[src/rtl/cdc_pkg.sv]
// rtl/cdc_pkg.sv - shared constants and state type for the request/acknowledge CDC pair
package cdc_pkg;

    localparam logic [1:0] S_IDLE = 2'd0;
    localparam logic [1:0] S_REQ  = 2'd1;
    localparam logic [1:0] S_DROP = 2'd2;

    // Defaults shared with the destination-side receiver so both ends agree.
    localparam int DEF_BUS_WIDTH  = 8;
    localparam int DEF_NUM_STAGES = 2;

    typedef enum logic [1:0] {
        ST_IDLE = S_IDLE,
        ST_REQ  = S_REQ,
        ST_DROP = S_DROP
    } state_e;

endpackage

[src/rtl/cdc_sync_flops.sv]
// rtl/cdc_sync_flops.sv - multi-flop synchronizer for level signals crossing into CLK
module cdc_sync_flops #(
    parameter int WIDTH      = 1,
    parameter int NUM_STAGES = 2
) (
    input  logic             CLK,
    input  logic             RST,
    input  logic [WIDTH-1:0] ASYNC,
    output logic [WIDTH-1:0] SYNC
);

    logic [NUM_STAGES-1:0][WIDTH-1:0] sync_q;

    always_ff @(posedge CLK or posedge RST) begin
        if (RST) begin
            sync_q <= '0;
        end else begin
            sync_q <= {sync_q[NUM_STAGES-2:0], ASYNC};
        end
    end

    assign SYNC = sync_q[NUM_STAGES-1];

endmodule

[src/rtl/cdc_hs_sender.sv]
// rtl/cdc_hs_sender.sv - source end of a 4-phase req/ack crossing with ack timeout
module cdc_hs_sender
    import cdc_pkg::*;
#(
    parameter int BUS_WIDTH      = DEF_BUS_WIDTH,
    parameter int NUM_STAGES     = DEF_NUM_STAGES,
    parameter int TIMEOUT_CYCLES = 1024,
    parameter int CNT_WIDTH      = 16
) (
    input  logic                 CLK,
    input  logic                 RST,
    input  logic [BUS_WIDTH-1:0] IN_DATA,
    input  logic                 IN_VALID,
    output logic                 IN_READY,
    output logic [BUS_WIDTH-1:0] TX_DATA,
    output logic                 TX_REQ,
    input  logic                 ACK_ASYNC,
    output logic                 BUSY,
    output logic                 ERR
);

    localparam logic [CNT_WIDTH-1:0] TMO_LAST =
        (TIMEOUT_CYCLES == 0) ? '0 : CNT_WIDTH'(TIMEOUT_CYCLES - 1);

    state_e                 state_q;
    logic                   tx_req_q;
    logic [BUS_WIDTH-1:0]   tx_data_q;
    logic                   err_q;
    logic [CNT_WIDTH-1:0]   cnt_q;
    logic [CNT_WIDTH-1:0]   cnt_d;
    logic                   ack_s;
    logic                   timeout_hit;

    cdc_sync_flops #(
        .WIDTH      (1),
        .NUM_STAGES (NUM_STAGES)
    ) u_ack_sync (
        .CLK   (CLK),
        .RST   (RST),
        .ASYNC (ACK_ASYNC),
        .SYNC  (ack_s)
    );

    // Saturating increment: a disabled timeout must not wrap the counter.
    assign cnt_d       = (cnt_q == '1) ? cnt_q : cnt_q + CNT_WIDTH'(1);
    assign timeout_hit = (TIMEOUT_CYCLES != 0) && (cnt_q == TMO_LAST);

    assign IN_READY = (state_q == ST_IDLE) & ~ack_s & ~RST;
    assign BUSY     = (state_q != ST_IDLE);
    assign TX_REQ   = tx_req_q;
    assign TX_DATA  = tx_data_q;
    assign ERR      = err_q;

    always_ff @(posedge CLK or posedge RST) begin
        if (RST) begin
            state_q   <= ST_IDLE;
            tx_req_q  <= 1'b0;
            tx_data_q <= '0;
            err_q     <= 1'b0;
            cnt_q     <= '0;
        end else begin
            err_q <= 1'b0;
            case (state_q)
                ST_IDLE: begin
                    if (IN_VALID && IN_READY) begin
                        tx_data_q <= IN_DATA;
                        tx_req_q  <= 1'b1;
                        cnt_q     <= '0;
                        state_q   <= ST_REQ;
                    end
                end
                ST_REQ: begin
                    // A synchronized ack on the timeout edge takes priority over ERR.
                    if (ack_s) begin
                        tx_req_q <= 1'b0;
                        cnt_q    <= '0;
                        state_q  <= ST_DROP;
                    end else if (timeout_hit) begin
                        err_q    <= 1'b1;
                        tx_req_q <= 1'b0;
                        cnt_q    <= '0;
                        state_q  <= ST_DROP;
                    end else begin
                        cnt_q <= cnt_d;
                    end
                end
                ST_DROP: begin
                    if (!ack_s) begin
                        cnt_q   <= '0;
                        state_q <= ST_IDLE;
                    end else if (timeout_hit) begin
                        err_q   <= 1'b1;
                        cnt_q   <= '0;
                        state_q <= ST_IDLE;
                    end else begin
                        cnt_q <= cnt_d;
                    end
                end
                default: begin
                    tx_req_q <= 1'b0;
                    cnt_q    <= '0;
                    state_q  <= ST_IDLE;
                end
            endcase
        end
    end

endmodule

[config.mk]
export PLATFORM = sky130hd
export DESIGN_NAME = cdc_hs_sender
export DESIGN_NICKNAME = d
export VERILOG_FILES = /design/src/rtl/cdc_pkg.sv /design/src/rtl/cdc_sync_flops.sv /design/src/rtl/cdc_hs_sender.sv
export SDC_FILE = /design/constraint.sdc
export NUM_CORES = 1
export LEC_CHECK = 0
export ABC_AREA = 1
export ABC_CLOCK_PERIOD_IN_PS = 2000
export CORE_MARGIN = 2
export CORE_UTILIZATION = 25
export DETAILED_ROUTE_END_ITERATION = 12
export HOLD_SLACK_MARGIN = 0.08
export PLACE_DENSITY = 0.41
export SYNTH_ARGS = -nofsm -noshare
export SYNTH_HDL_FRONTEND = slang
export SYNTH_SLANG_ARGS = --single-unit
[constraint.sdc]
create_clock -name CLK -period 2 [get_ports CLK]
set_input_delay 0.2 -clock CLK [delete_from_list [all_inputs] [get_ports CLK]]
set_output_delay 0.2 -clock CLK [all_outputs]
set_load 0.05 [all_outputs]
* Word level (Yosys, flattened, before mapping)
Index checks and enable logic that the tools add are counted.
Storage, ports and cells: output and inout port bits 12, word-level logic and storage cells 46, bits in registers 30
Operators by class: mux-type cells 20, reductions and logical operators 6, equality and inequality tests 7, bitwise logic cells 5, add/subtract/negate cells 1
Operators by type and width (number):
- $mux 16 | 5
- $pmux 16 s3 | 1
- $add 16x1->16 const B | 1
- $eq 16x10->1 const B | 1
- $eq 16x16->1 const B | 1
- $mux 2 | 5
- $mux 1 | 6
- $pmux 2 s3 | 1
- $reduce_and 3->1 | 2
- $ne 3x2->1 const B | 1
- $ne 3x3->1 const B | 1
- $not 1->1 | 3
- $pmux 1 s3 | 1
- $and 1x1->1 | 2
- $eq 2x1->1 const B | 1
- $eq 2x2->1 const B | 1
- $logic_not 2->1 | 1
- $ne 2x1->1 const B | 1
- $pmux 1 s2 | 1
- $reduce_and 2->1 | 1
- $reduce_bool 2->1 | 1
- $logic_and 1x1->1 | 1

* Logic depth before layout (Yosys ltp)
Gate-level depths: netlist of the first run.
depth in word-level cells 6, mapped depth 11, depth with buffers taken out 10

* Cells and area by module
From an unflattened synthesis of the first run, not the netlist that was laid out.
Second synthesis, totals: cells, all modules 245, area total of the unflattened synthesis 1806.7 µm²
By module, submodules not included:
- cdc_hs_sender | sequential area each 700.7 µm², cells each 242, instances 1, area an instance 1752.9 µm²
- cdc_sync_flops | sequential area each 50.0 µm², cells each 3, instances 1, area an instance 53.8 µm²

* Worst setup path before layout of the first run
Ideal clock, no wire load.
kind flip-flop to flip-flop, start register state_q[0], end register cnt_q[3], path slack -0.118 ns, library setup time 0.120 ns, stages on the path, launching flop included 11, required time 1.880 ns, data arrival time 1.998 ns, cell sequence dfrtp_1 > inv_1 > ha_1 > inv_2 > nor3_4 > nand2_4 > nand2_4 > buf_4 > nand4_1 > nand2_1 > nor2_1
On the way: word-level cells in the longest chain between the ends 5
RTL lines:
- from (decl) | line cdc_hs_sender.sv:25 | state_e state_q;
- from (signal assigned) | line cdc_hs_sender.sv:56 | state_q <= ST_IDLE;
- from (signal assigned) | line cdc_hs_sender.sv:69 | state_q <= ST_REQ;
- from (signal assigned) | line cdc_hs_sender.sv:77 | state_q <= ST_DROP;
- $logic_not 2->1 | line cdc_hs_sender.sv:48 | assign IN_READY = (state_q == ST_IDLE) & ~ack_s & ~RST;
- $and 1x1->1 (2 in series) | line cdc_hs_sender.sv:48
- named net IN_READY | line cdc_hs_sender.sv:14 | output logic IN_READY,
- $logic_and 1x1->1 | line cdc_hs_sender.sv:65 | if (IN_VALID && IN_READY) begin
- $ne 2x1->1 (no line)
- to (signal assigned) | line cdc_hs_sender.sv:84 | cnt_q <= cnt_d;
- to (signal assigned) | line cdc_hs_sender.sv:96 | cnt_q <= cnt_d;
- to (decl) | line cdc_hs_sender.sv:29 | logic [CNT_WIDTH-1:0] cnt_q;
The timed path passes the listed nets, and every way through them passes these cells. A chain may end at the register's enable or synchronous reset.

* Worst setup path in the final report of the first run
start register state_q[0], end register cnt_q[15]
On the way: word-level cells in the longest chain between the ends 5
RTL lines (line):
- $logic_not 2->1 | cdc_hs_sender.sv:48, cdc_hs_sender.sv:63
- $and 1x1->1 (2 in series) | cdc_hs_sender.sv:48
- $logic_and 1x1->1 | cdc_hs_sender.sv:65
- $ne 2x1->1 (no line)
Several ways; a longest one is shown, not always the timed one.

==> results by group, run 1 <==
Detailed routing
  • Wire per inst: 11.45 um
  • Drt via density: between 4 and 5
  • Via count: between 1,500 and 2,000
  • DR iter-0 viols: 67
  • Routed wire length: 4.248 mm
  • DRC Markers: 0
  • Pre-antenna DRT Iters: 4
  • Routed Antenna Nets: 0

Cells and area
  • Antenna cells: 0
  • FILL cells: 743
  • FF/Latch Area: 750.7 um2
  • Area grow syn2layout: 26.19%
  • Nets: 291
  • Area of the multi-input gates: slightly below 900 um2
  • Share of cells above drive strength 1: 11.64%

Synthesis
  • Post-Synthesis Cells: roughly 240
  • Top FF cell, synth: dfrtp_1
  • Most numerous cell in the Yosys netlist: nand2_1
  • Post-synth top cells: nand2_1 (92), dfrtp_1 (30), nor2_1 (30)
  • Ys Warns: 0
  • Top cell type's share of synthesized area: 42.58%
  • Number of enable flip-flop cells after synthesis: 0
  • Ys async rst share: 100.0%
  • Area leader, netlist: dfrtp_1
  • FF+latch count, synth: 30
  • Mapped cell area: 1763 um2
  • Synth top area cells: dfrtp_1 (43%), nand2_1 (20%), nor2_1 (6.4%), nand3_1 (6.0%), inv_1 (5.1%)
  • Seq/Total Area, Yosys: 42.58%
  • Syn_area_per_cell: 7.225 um2
  • Unique masters post-synth: 26
  • Synthesized Nets: 261

Die
  • Initial Utilization: 25.95%
  • Die area: 7740 um2
  • Die Y: 87.98 um
  • Num rows: 30
  • Top Ports: 24
  • Total core area: 6794 um2
  • Die Width: approximately 88 um

STA
  • Max-slew violation count: 0
  • Setup Skew: between 0.009 and 0.01 ns
  • Worst-Margin Slew: 0.5161 ns
  • Fmax: 0.5586 GHz
  • Worst hold margin: about 0.35 ns
  • Post-route setup TNS: 0 ns
  • Setup Viol. Count Final: 0
  • RSZ-0062 raised after global routing: no
  • Fin crit share: 89.51%
  • Final hold vios: 0
  • Crit path time final: 1.790 ns
  • Slew HR: around 65%

Power
  • Switch share: 46.33%
  • Seq pwr share: a little over 30%
  • Sw power: 1.235 mW
  • Cell Int Power: around 1.4 mW
  • Comb power frac: 49.2%
  • Power Density: 1199 nW/um2
  • Clk network pwr share: between 10% and 20%
  • Leak Pwr: 1.022 nW
  • VDD IR max: between 0.5 and 0.6 mV

Placed design
  • Gpl congestion: 0.7628
  • Number of port buffers: 23
  • Post-DP HPWL: 3.018 mm

Clock network
  • CTS tree: done
  • Clock Path Buffers: 2
  • CTS Root Cell: clkbuf_8
  • Post-CTS Hold Buffers: 0
  • H-tree depth: 2
  • Post-CTS sizing: 0
  • Worst-path clk slew: about 0.07 ns
  • Post-CTS setup buffer count: 0
  • Clock buffer count from CTS: 5
  • Worst skew pair latency: around 0.29 ns
  • # clock sinks: 30

Setup path
  • Reg2reg setup slack: about 0.21 ns
  • Arrival time at the worst endpoint: ~2.0 ns
  • Worst Path Max Fanout: 26
  • Critical R2R Capture: cnt_q[15]
  • Reg2reg start: state_q[0]
  • CP Capture Type: flip-flop
  • WP data required: 2.24 ns
  • Startpoint Class: flip-flop
  • Reg2Reg Depth: 10
  • CP Class: reg2reg

Hold path
  • HP Start: ACK_ASYNC
  • Hold WC Path Type: in2reg
  • WHS Path Cells: 1
  • WHS Endpoint: u_ack_sync.sync_q[0]

Flow run
  • Max-cap violations: 0

GRT
  • Grt ovf: 0
  • Largest net degree at the start of global routing: 31
  • Antenna violations before repair: 0
  • GRT Overall Usage: about an eighth
  • Number of global-route vias before repair: 1,570
  • First-pass GRT wire length: 7.486 mm

Outcome
  • Status: finished, final reports clean
==> power by group through the flow <==
stage          Combinational, mW  Clock (mW)  Sequential (mW)
6_report                    1.31       0.523            0.830
5_1_grt                     1.44       0.565            0.846
4_1_cts                     1.32       0.545            0.832
3_5_place_dp                1.31           0            0.842
3_3_place_gp                1.32           0            0.840
2_1_floorplan              0.651           0             1.15
==> metal layers <==
metal	vias up	wire length, um	global-route usage [%]
met5	-	0	0
met4	0	98	6.294
met3	7	85	2.922
met2	12	1872	20.18
met1	704	2191	16.60
li1	824	-	-
==> cell type report <==
type                            instances  share of cell area (%)
Timing Repair Buffer                   26                   11.70
Multi-Input combinational cell        183                   40.16
Sequential cell                        30                   33.75
Inverter                               28                   4.893
Tap cell                               96                   5.399
Clock buffer                            7                   3.881
Clock inverter                          1                  0.2250
==> sequential cells by signal (all words and copies together) (netlist names) <==
register / count
TX_REQ: 1
state_q: 2
ERR: 1
TX_DATA: 8
u_ack_sync.sync_q: 1
cnt_q: 16
u_ack_sync.SYNC: 1
==> cell families (layout without fill, tap and decap cells) <==
kind of cell	Yosys count	in the layout	synth area share, %
AND/OR/NAND/NOR	170	170	43.65
buffers and inverters	31	62	7.949
flip-flops	30	30	42.58
AO/OA/AOI/OAI	8	8	2.271
adder cells (fa/ha/maj)	5	5	3.549
==> layout by cell type (no fill, tap or decap), types with 2 or more instances in the layout <==
cell type / Yosys / routed
buf_4: 1 / 4
nor3_1: 2 / 2
nand3_1: 21 / 21
nand2_1: 92 / 92
clkbuf_8: 0 / 6
nand2_2: 2 / 2
inv_1: 24 / 22
nand4_1: 8 / 8
clkinv_2: 1 / 2
ha_1: 5 / 4
inv_2: 2 / 3
o21ai_0: 5 / 5
nor2_1: 30 / 30
dfrtp_1: 30 / 30
clkdlybuf4s50_1: 0 / 21
a21oi_1: 2 / 2
nor2_2: 7 / 7
==> worst max-delay path, cell delays in order (launching register included) <==
cell and delay, ns:
dfrtp_1 0.40, inv_2 0.10, ha_4 0.19, inv_4 0.05, nor3_4 0.26, nand2_4 0.11
nand2_8 0.18, inv_2 0.09, nor2_1 0.20, nand2_1 0.09, nand2_1 0.06
==> metrics by stage <==
stage	instance area (um2)	power, mW	instances	util, %	setup WS, ns
finish	2225	2.666	371	32.74	0.2098
global route	2225	2.854	371	32.74	0.03523
CTS	2216	2.694	371	32.62	0.1419
detailed placement	2125	2.148	363	31.27	0.1686
global placement	2125	2.160	363	31.27	0.2096
floorplan	1782	1.798	244	-	0.002841
==> worst max-delay path by stage <==
stage                    start   endpoint  slack, ns  cells past startpoint
finish              state_q[0]  cnt_q[15]       0.21                     10
global placement    state_q[0]  cnt_q[13]       0.21                     10
floorplan           state_q[0]   cnt_q[9]      0.003                     10
global route        state_q[0]  cnt_q[13]       0.04                     10
CTS                 state_q[0]   cnt_q[0]       0.14                      9
detailed placement  state_q[0]   cnt_q[0]       0.17                      9
Note: power is estimated with default switching activity, not from simulation.
==> run 2: changes to the inputs <==
ABC_AREA = not set   (was 1)
MAX_ROUTING_LAYER = met4   (was not set)
==> run 2 against run 1 <==
  * Register-to-register slack lost 0.15 ns
  * Sequential power shrank 3.5%
  * Non-clock buffer count increased by 23
  * Maximum frequency shrank 7.8%
  * Clock power is 48% higher
  * Area after synthesis shrank 4.5%
  * Sequential share of layout area shrank 1.8 points
  * Largest cell class unchanged
  * Highest routed layer unchanged
==> results by group, run 2 <==
Outcome
  • Status: finished, final reports clean (unchanged)

Setup path
  • Crit path launch: u_ack_sync.SYNC (was state_q[0])
  • Critical R2R Capture: cnt_q[11] (was cnt_q[15])
  • CP Cell Sequence: or3b_4 -> a211o_4 -> or4_1 -> a21oi_1 (was inv_2 -> ha_4 -> inv_4 -> nor3_4 -> nand2_4 -> nand2_8 -> inv_2 -> nor2_1 -> nand2_1 -> nand2_1)
  • CP max stage cell: or4_1 (was dfrtp_1)
  • Worst Setup EP: cnt_q[11] (was cnt_q[15])
  • Reg2reg start: u_ack_sync.SYNC (was state_q[0])
  • CP Capture Type: flip-flop (unchanged)
  • Crit path largest cell delay: 0.50 ns (was 0.40 ns)
  • WP data required: 2.21 ns (was 2.24 ns)
  • Arrival time at the worst endpoint: 2.15 ns (was 2.03 ns)
  • Reg2Reg Depth: 4 (was 10)
  • Startpoint Class: flip-flop (unchanged)
  • Reg2reg setup slack: 0.06 ns (was 0.21 ns)
  • CP Class: reg2reg (unchanged)
  • Worst Path Max Fanout: 5 (was 26)

Synthesis
  • Most numerous cell in the Yosys netlist: dfrtp_1 (was nand2_1)
  • Unique masters post-synth: 42 (was 26)
  • Top FF cell, synth: dfrtp_1 (unchanged)
  • Ys Warns: 0 (unchanged)
  • Number of enable flip-flop cells after synthesis: 0 (unchanged)
  • Syn_area_per_cell: 9.899 um2 (was 7.225 um2)
  • Post-Synthesis Cells: 170 (was 244)
  • Mapped cell area: 1683 um2 (was 1763 um2)
  • Post-synth top cells: dfrtp_1 (30), a21oi_1 (11), mux2_2 (11) (was nand2_1 (92), dfrtp_1 (30), nor2_1 (30))
  • Area leader, netlist: dfrtp_1 (unchanged)
  • Synthesized Nets: 187 (was 261)
  • Synth top area cells: dfrtp_1 (45%), mux2_2 (7.4%), ha_1 (3.7%), a21oi_1 (3.3%), or4_1 (3.1%) (was dfrtp_1 (43%), nand2_1 (20%), nor2_1 (6.4%), nand3_1 (6.0%), inv_1 (5.1%))
  • Seq/Total Area, Yosys: 44.61% (was 42.58%)
  • Top cell type's share of synthesized area: 44.61% (was 42.58%)
  • Ys async rst share: 100.0% (unchanged)
  • FF+latch count, synth: 30 (unchanged)

Clock network
  • Worst skew pair latency: 0.29 ns (about the same)
  • CTS tree: done (unchanged)
  • # clock sinks: 30 (unchanged)
  • Clock buffer count from CTS: 5 (unchanged)
  • Clock Path Buffers: 2 (unchanged)
  • H-tree depth: 2 (unchanged)
  • CTS Root Cell: clkbuf_8 (unchanged)
  • Worst-path clk slew: 0.07 ns (about the same)

Detailed routing
  • Pre-antenna DRT Iters: 4 (unchanged)
  • Drt via density: 5.187 (was 4.170)
  • Met3 wire length: 152 um (was 85 um)
  • Routed wire length: 4.325 mm (was 4.248 mm)
  • Wire per inst: 14.71 um (was 11.45 um)
  • Routed Antenna Nets: 0 (unchanged)
  • DRC Markers: 0 (unchanged)
  • Met2 wire length: 2.147 mm (was 1.872 mm)
  • Post-Route M1 WL: 1.921 mm (was 2.191 mm)
  • Highest routed metal layer: met4 (unchanged)
  • Via count: 1,525 (was 1,547)
  • DR iter-0 viols: 82 (was 67)

Cells and area
  • Nets: 233 (was 291)
  • Max reg flops: 16 (unchanged)
  • FILL cells: 652 (was 743)
  • Final instance area: 2349 um2 (was 2225 um2)
  • Most flops, register: cnt_q (unchanged)
  • Antenna cells: 0 (unchanged)
  • Most frequent cells in the layout: dfrtp_1 (30), buf_4 (26), clkdlybuf4s50_1 (21), mux2_2 (11), a21oi_1 (11) (was nand2_1 (92), dfrtp_1 (30), nor2_1 (30), inv_1 (22))
  • Most common cell after layout, fill and taps aside: dfrtp_1 (was nand2_1)
  • Area grow syn2layout: 39.55% (was 26.19%)
  • Final std cells w/o fill: 294 (was 371)
  • Share of cells above drive strength 1: 27.65% (was 11.64%)

STA
  • Max-slew violation count: 0 (unchanged)
  • RSZ-0062 raised after global routing: no (unchanged)
  • Fin crit share: 97.11% (was 89.51%)
  • Worst hold margin: 0.3558 ns (was 0.3466 ns)
  • Post-route setup TNS: 0 ns (unchanged)
  • Slew HR: 65.91% (was 65.49%)
  • Fmax: 0.5149 GHz (was 0.5586 GHz)
  • Crit path time final: 1.942 ns (was 1.790 ns)
  • Setup Skew: 0.006587 ns (was 0.009373 ns)
  • Setup Viol. Count Final: 0 (unchanged)
  • Worst-Margin Slew: 0.5098 ns (was 0.5161 ns)
  • Final hold vios: 0 (unchanged)

Die
  • Total core area: 6422 um2 (was 6794 um2)
  • Top Ports: 24 (unchanged)
  • Initial Utilization: 26.20% (was 25.95%)
  • Die Width: 86.05 um (was 87.98 um)
  • Die Y: 86.05 um (was 87.98 um)
  • Num rows: 29 (was 30)
  • Die area: 7404 um2 (was 7740 um2)

Power
  • VDD IR max: 0.7341 mV (was 0.5393 mV)
  • Power Density: 1271 nW/um2 (was 1199 nW/um2)
  • Leak Pwr: 0.9158 nW (was 1.022 nW)
  • Overall power: 2.985 mW (was 2.666 mW)

Placed design
  • Gpl congestion: 0.8118 (was 0.7628)
  • Area after DPL: 2182 um2 (was 2125 um2)
  • Number of port buffers: 23 (unchanged)
  • Cells after DPL: 285 (was 363)
  • Post-DP HPWL: 3.308 mm (was 3.018 mm)

GRT
  • GRT Overall Usage: 12.98% (was 12.84%)
  • Largest net degree at the start of global routing: 21 (was 31)
  • Grt ovf: 0 (unchanged)
  • Antenna violations before repair: 0 (unchanged)
  • First-pass GRT wire length: 7.162 mm (was 7.486 mm)
  • Number of global-route vias before repair: 1,510 (was 1,570)

Flow run
  • Max-cap violations: 0 (unchanged)

Hold path
  • Hold WC Path Type: reg2reg (was in2reg)
[run 2: cell types whose count changed after synthesis, moves of 5 or more]
cell	change
a21oi_1	+9
clkbuf_1	+8
inv_1	-16
mux2_2	+11
nand2_1	-82
nand3_1	-12
nor2_1	-23
nor2_2	-7
nor3_1	+5
o31ai_1	+6
or4_1	+7
[run 2: where the power goes]
part           internal [mW]  leakage (nW)  switching, mW
Sequential             0.730         0.395         0.0715
Combinational          0.572         0.450          0.840
Clock                  0.531        0.0714          0.241
Total                   1.83         0.916           1.15
[run 2: how the worst min path moves through the flow]
stage	from	endpoint	slack, ns	depth (start not counted)
2_1_floorplan	ACK_ASYNC	u_ack_sync.sync_q[0]	0.23	0
3_3_place_gp	u_ack_sync.sync_q[0]	u_ack_sync.SYNC	0.33	0
3_5_place_dp	u_ack_sync.sync_q[0]	u_ack_sync.SYNC	0.35	0
4_1_cts	ACK_ASYNC	u_ack_sync.sync_q[0]	0.35	1
5_1_grt	ACK_ASYNC	u_ack_sync.sync_q[0]	0.36	1
6_report	u_ack_sync.sync_q[0]	u_ack_sync.SYNC	0.36	0
[run 2: kinds of logic after synthesis]
kind of cell	Yosys count	share of synthesized area [%]
AO/OA/AOI/OAI	39	15.69
multiplexers	13	8.550
AND/OR/NAND/NOR	65	22.90
adder cells (fa/ha/maj)	5	3.717
flip-flops	30	44.61
buffers and inverters	18	4.535
[run 2: layout make-up]
type	count	area [um2]	area share [%]
Tap cell	77	96.34	4.102
Sequential cell	30	750.7	31.97
Multi-Input combinational cell	122	879.6	37.45
Clock inverter	2	60.06	2.557
Inverter	8	33.78	1.438
Clock buffer	6	82.58	3.516
Timing Repair Buffer	49	445.4	18.97
[run 2: critical path, delay by kind of cell (launching register included)]
family / cells / cell delay (ns)
compound gates: 2 / 0.54
simple gates: 2 / 0.91
flops: 1 / 0.41
[run 2: repair_timing]
item / CTS / global route
buffers inserted: 0 / 1
setup endpoints to repair: 0 / 12
hold endpoints to repair: 0 / 0
hold buffers: 0 / 0
resized for setup: 0 / 3
[run 2: through the flow]
stage          worst slack [ns]  utilization (%)
4_1_cts                 0.04675            36.20
5_1_grt                0.001215            36.57
6_report                0.05774            36.57
2_1_floorplan          -0.02177                -
3_5_place_dp            -0.2044            33.98
3_3_place_gp            -0.1720            33.98
[run 2: metal layers]
layer | track usage (%) | vias up
li1 | - | 737
met1 | 14.70 | 741
met2 | 21.78 | 35
met3 | 3.272 | 12
met4 | 5.339 | 0
met5 | - | -
